--- src/rtl/data_memory_master.sv ---
// Burst initiator for the data memory: splits write/read burst commands into
// single-word accesses on one addr/dataIn/writeEnable/data memory port.
module data_memory_master #(
    parameter int WIDTH        = 5,
    parameter int ADDR_WIDTH   = 32,
    parameter int LEN_WIDTH    = 4,
    parameter int ADDR_STRIDE  = 1,
    parameter int READ_LATENCY = 1
) (
    input  logic                  clk,
    input  logic                  reset_n,
    input  logic                  cmd_valid,
    output logic                  cmd_ready,
    input  logic                  cmd_write,
    input  logic [ADDR_WIDTH-1:0] cmd_addr,
    input  logic [LEN_WIDTH-1:0]  cmd_len,
    input  logic                  wr_valid,
    output logic                  wr_ready,
    input  logic [WIDTH-1:0]      wr_data,
    output logic                  rd_valid,
    input  logic                  rd_ready,
    output logic [WIDTH-1:0]      rd_data,
    output logic                  done,
    output logic [ADDR_WIDTH-1:0] mem_addr,
    output logic [WIDTH-1:0]      mem_wdata,
    output logic                  mem_we,
    input  logic [WIDTH-1:0]      mem_rdata
);

    typedef enum logic [2:0] {
        IDLE,
        WRITE,
        RD_WAIT,
        RD_HOLD,
        DONE
    } state_t;

    localparam logic [ADDR_WIDTH-1:0] STRIDE   = ADDR_WIDTH'(ADDR_STRIDE);
    localparam logic [1:0]            LAT_LAST = 2'(READ_LATENCY);

    state_t                r_state;
    logic [ADDR_WIDTH-1:0] r_curAddr;
    logic [LEN_WIDTH-1:0]  r_remaining;
    logic                  r_isWrite;
    logic [1:0]            r_latCnt;
    logic [WIDTH-1:0]      r_rdData;
    logic                  r_cmdReady;
    logic                  r_wrReady;
    logic                  r_rdValid;
    logic                  r_done;
    logic                  r_addrEn;

    logic                  w_lastWord;
    logic                  w_writePhase;

    assign w_lastWord   = (r_remaining == LEN_WIDTH'(1));
    assign w_writePhase = r_wrReady & r_isWrite;

    // The memory samples writeEnable on the same edge, so the write strobe
    // follows wr_valid combinationally while the burst sits in WRITE.
    assign mem_we    = w_writePhase & wr_valid;
    assign mem_wdata = w_writePhase ? wr_data : '0;
    assign mem_addr  = r_addrEn ? r_curAddr : '0;

    assign cmd_ready = r_cmdReady;
    assign wr_ready  = r_wrReady;
    assign rd_valid  = r_rdValid;
    assign rd_data   = r_rdData;
    assign done      = r_done;

    always_ff @(posedge clk or negedge reset_n) begin
        if (!reset_n) begin
            r_state     <= IDLE;
            r_curAddr   <= '0;
            r_remaining <= '0;
            r_isWrite   <= 1'b0;
            r_latCnt    <= '0;
            r_rdData    <= '0;
            r_cmdReady  <= 1'b1;
            r_wrReady   <= 1'b0;
            r_rdValid   <= 1'b0;
            r_done      <= 1'b0;
            r_addrEn    <= 1'b0;
        end else begin
            case (r_state)
                IDLE: begin
                    if (cmd_valid) begin
                        r_curAddr   <= cmd_addr;
                        r_remaining <= cmd_len;
                        r_isWrite   <= cmd_write;
                        r_latCnt    <= '0;
                        r_cmdReady  <= 1'b0;
                        if (cmd_len == '0) begin
                            r_state <= DONE;
                            r_done  <= 1'b1;
                        end else if (cmd_write) begin
                            r_state   <= WRITE;
                            r_wrReady <= 1'b1;
                            r_addrEn  <= 1'b1;
                        end else begin
                            r_state  <= RD_WAIT;
                            r_addrEn <= 1'b1;
                        end
                    end
                end

                WRITE: begin
                    if (wr_valid) begin
                        r_curAddr   <= r_curAddr + STRIDE;
                        r_remaining <= r_remaining - LEN_WIDTH'(1);
                        if (w_lastWord) begin
                            r_state   <= DONE;
                            r_wrReady <= 1'b0;
                            r_addrEn  <= 1'b0;
                            r_done    <= 1'b1;
                        end
                    end
                end

                // Address is held READ_LATENCY+1 cycles; the last edge captures the word.
                RD_WAIT: begin
                    if (r_latCnt == LAT_LAST) begin
                        r_rdData  <= mem_rdata;
                        r_rdValid <= 1'b1;
                        r_latCnt  <= '0;
                        r_state   <= RD_HOLD;
                    end else begin
                        r_latCnt <= r_latCnt + 2'd1;
                    end
                end

                RD_HOLD: begin
                    if (rd_ready) begin
                        r_curAddr   <= r_curAddr + STRIDE;
                        r_remaining <= r_remaining - LEN_WIDTH'(1);
                        r_rdValid   <= 1'b0;
                        r_latCnt    <= '0;
                        if (w_lastWord) begin
                            r_state  <= DONE;
                            r_addrEn <= 1'b0;
                            r_done   <= 1'b1;
                        end else begin
                            r_state <= RD_WAIT;
                        end
                    end
                end

                DONE: begin
                    r_state    <= IDLE;
                    r_done     <= 1'b0;
                    r_cmdReady <= 1'b1;
                end

                default: begin
                    r_state    <= IDLE;
                    r_cmdReady <= 1'b1;
                    r_wrReady  <= 1'b0;
                    r_rdValid  <= 1'b0;
                    r_done     <= 1'b0;
                    r_addrEn   <= 1'b0;
                end
            endcase
        end
    end

endmodule
--- config.mk ---
export PLATFORM = sky130hd
export DESIGN_NAME = data_memory_master
export DESIGN_NICKNAME = d
export VERILOG_FILES = /design/src/rtl/data_memory_master.sv
export SDC_FILE = /design/constraint.sdc
export NUM_CORES = 1
export LEC_CHECK = 0
export CORE_MARGIN = 2
export CORE_UTILIZATION = 30
export CTS_CLUSTER_DIAMETER = 30
export DETAILED_ROUTE_END_ITERATION = 7
export PLACE_DENSITY = 0.59
export SYNTH_ARGS = -nofsm -noshare
export SYNTH_HDL_FRONTEND = slang
export SYNTH_SLANG_ARGS = --single-unit
--- constraint.sdc ---
create_clock -name clk -period 1.63 [get_ports clk]
set_input_delay 0.4075 -clock clk [delete_from_list [all_inputs] [get_ports clk]]
set_output_delay 0.4075 -clock clk [all_outputs]
set_load 0.005 [all_outputs]
==> out/results.tsv <==
stage	metric	value	unit
power	Cell Pwr Density	1711	nW/um2
power	Sw Ratio	39.91	%
logic_synthesis	biggest area consumer among synthesized cells	dfrtp_1	
global_routing	grt total ovfl	0	
logic_synthesis	Post-synth EDFFs	0	
timing	maximum clock rate	558.9	MHz
cells_and_area	commonest non-fill, non-tap cells in the layout	87 x buf_4, 51 x clkdlybuf4s50_1, 48 x dfrtp_1	
worst_setup_path	CP delay by family, top	simple AND/OR/NAND/NOR gates	
floorplan	Initial Utilization	30.98	%
timing	Worst Slack Setup Final	-0.1591	ns
worst_setup_path	crit path max fanout	3	
routing	WL final	12530	um
routing	drt via density	5.201	
clocking	CTS tree	yes	
power	Comb power frac	66.6	%
logic_synthesis	largest family of logic cells by synthesized area	simple AND/OR/NAND/NOR gates	
timing	RSZ-0062 raised after global routing	yes	
clocking	Hold Buf Count CTS	0	
logic_synthesis	sequential share of the synthesized area	38.44	%
timing	Fin. Hold Viols	0	
logic_synthesis	Synth Area in Simple Gates	31.83	%
clocking	TritonCTS Sinks	52	
timing	Final setup viols	51	
logic_synthesis	asr flop ratio synth	100.0	%
routing	Remaining DRCs	0	
global_routing	largest net degree at the start of global routing	53	
logic_synthesis	dominant synthesized flop cell	dfrtp_1	
floorplan	die width	110.3	um
cells_and_area	commonest non-fill, non-tap cell in the layout	buf_4	
worst_setup_path	reg-to-reg startpoint	r_curAddr[1]	
logic_synthesis	Synthesis Warnings	0	
place	dpl hpwl	8100	um
worst_setup_path	Worst setup SP type	register	
clocking	CTS buffer count	5	
cells_and_area	layout cells sized above 1	48.46	%
worst_setup_path	Worst R2R Path Depth	8	
global_routing	first-pass GRT wire length	19170	um
worst_setup_path	Critical Path RT	1.85	ns
logic_synthesis	Syn Nets	463	
timing	Final Skew	0.006859	ns
worst_setup_path	WP buf/inv	2	
global_routing	initial antenna violation count	0	
clocking	buffers from clock root to sink, at most	2	
logic_synthesis	post-synthesis compound-gate area fraction	22.23	%
routing	DRT Pass-1 Iters	5	
status	failing checks	setup timing	
clocking	clock slew at reported path FFs	0.07	ns
power	Peak VDD IR	0.9693	mV
worst_setup_path	CP startpoint	r_curAddr[1]	
logic_synthesis	Yosys reg bits	52	
worst_setup_path	CP dominant cell by count	nand4_1	
power	Reg power frac	22.3	%
logic_synthesis	main area contributors after synthesis	dfrtp_1 38%, a21oi_1 5.8%, and2_1 5.7%	
status	outcome	finished with violations	
floorplan	Die Span Y	110.3	um
logic_synthesis	mean post-synth cell area	8.305	um2
power	post-layout power	10840	uW
floorplan	Rows	38	
routing	DR vias	3937	
worst_setup_path	CP endpoint kind	register	
routing	DRT antenna net count	0	
clocking	worst skew pair latency	0.29	ns
timing	final slew viol count	0	
place	Post-Place Cells	699	
power	P_int	6512	uW
floorplan	Core Area	10940	um2
worst_setup_path	slowest CP cell	dfrtp_1	
worst_setup_path	crit-path cells	buf_6, ha_4, nand4_1, nor4_4, buf_4, nand4_1, a21oi_2, o22a_1	
power	leakage	0.002771	uW
logic_synthesis	synthesized cell area	3388	um2
cells_and_area	Post-Layout Cell Count	757	
power	Net Sw Power	4325	uW
logic_synthesis	XOR/XNOR Fraction of Synth Area	0	%
floorplan	die area	12160	um2
logic_synthesis	Synth top area share	37.67	%
routing	wire per inst	16.55	um
timing	slew margin rel.	58.64	%
timing	Tmin final	1.789	ns
cells_and_area	Core Util, Final	57.93	%
cells_and_area	Post-layout nets	671	
logic_synthesis	Syn Inst Count	408	
worst_setup_path	crit-path max cell delay	0.38	ns
worst_setup_path	Worst EP arrival	2.01	ns
place	port buffer count	98	
timing	Worst Tran Pin Value	0.6147	ns
global_routing	vias in the first global route	3870	
clocking	Root Buffer	clkbuf_16	
timing	final setup TNS	-2.962	ns
logic_synthesis	post-synthesis mux area share	2.290	%
cells_and_area	ant diodes	0	
logic_synthesis	post-synthesis adder-cell area fraction	1.108	%
routing	1st-iter DRT viols	166	
floorplan	# IOs	99	
worst_setup_path	cell depth of the worst setup path	8	
clocking	H-tree depth	2	
power	Clock Power Share	11.2	%
logic_synthesis	Distinct cells, synth	57	
flow_run	Max Cap Viol	0	
worst_setup_path	Crit Path Class	reg -> reg	
min_path	Hold WC Path Type	in -> async	
timing	crit share post-route	109.8	%
global_routing	GRT Total Usage	19.88	%
cells_and_area	Area Growth Syn to Fin	86.96	%
place	Placer Congestion	0.8395	
place	DP Worst Slack	-0.4933	ns
## power groups by stage
stage | sequential, uW | combinational (uW) | clock, uW
floorplan | 2430 | 2640 | 0
global placement | 2360 | 5370 | 0
detailed placement | 2370 | 5460 | 0
CTS | 2380 | 6110 | 1240
global route | 2490 | 7790 | 1280
finish | 2410 | 7210 | 1210
## per-stage QoR
| step | area, um2 | hold slack (ns) |
|---|---|---|
| floorplan | 3450 | 0.1119 |
| global placement | 5156 | 0.4263 |
| detailed placement | 5156 | 0.4427 |
| CTS | 5873 | 0.1271 |
| global route | 6335 | 0.1381 |
| finish | 6335 | 0.1072 |
## flip-flops by register name (all words and copies together), names as in the netlist
signal       count
rd_valid         1
r_addrEn         1
r_state          3
r_latCnt         2
r_remaining      4
r_isWrite        1
r_curAddr       32
rd_data          5
cmd_ready        1
done             1
wr_ready         1
## area by class of cell
| type | count | area (um2) |
|---|---|---|
| clock inverters | 3 | 42.54 |
| repair buffers | 229 | 2106 |
| fillers | 957 | 4601 |
| multi-input cells | 323 | 2561 |
| flip-flops and latches | 52 | 1306 |
| clock buffers | 5 | 125.1 |
| inverters | 5 | 18.77 |
| well taps | 140 | 175.2 |
## routing by layer
metal	GRT usage, %	vias to the layer above	routed length [um]
li1	-	1919	-
met1	26.38	1910	5517
met2	34.36	93	6372
met3	2.469	15	456
met4	4.911	0	182
met5	0	-	0
## synth_stat cells (all sizes together), types with 4 or more instances
cell	n
nor2	32
nor2b	4
nand3	28
o21ai	21
nor4	10
and2	32
a21oi	40
a2bb2oi	12
buf	10
and3	10
clkbuf	19
nor3	9
inv	5
o22ai	12
nor3b	5
nand4	10
dfrtp	51
nand2	40
mux2	6
## cells by family (layout without fill, tap and decap cells)
family / count (synthesis) / in the layout
compound gates: 118 / 119
fa+ha+maj: 3 / 3
buf+inv: 34 / 242
flops: 52 / 52
mux: 7 / 7
simple gates: 194 / 194
## path summary, 6_finish.rpt
check                           endpoint  slack, ns
max                        r_curAddr[18]      -0.16
min                           rd_data[2]       0.11
max reg2reg                r_curAddr[18]      -0.16
min reg2reg                   rd_data[4]       0.51
max in group asynchronous      cmd_ready       1.24
min in group clk              rd_data[4]       0.51
## repair_timing
action,4_1_cts,5_1_grt
hold endpoints to repair,0,0
buffers inserted,26,25
pin swaps,45,52
gates cloned,3,0
endpoints found under the setup margin,79,80
gates resized for setup,160,158
Power figures use the tool's default switching activity.
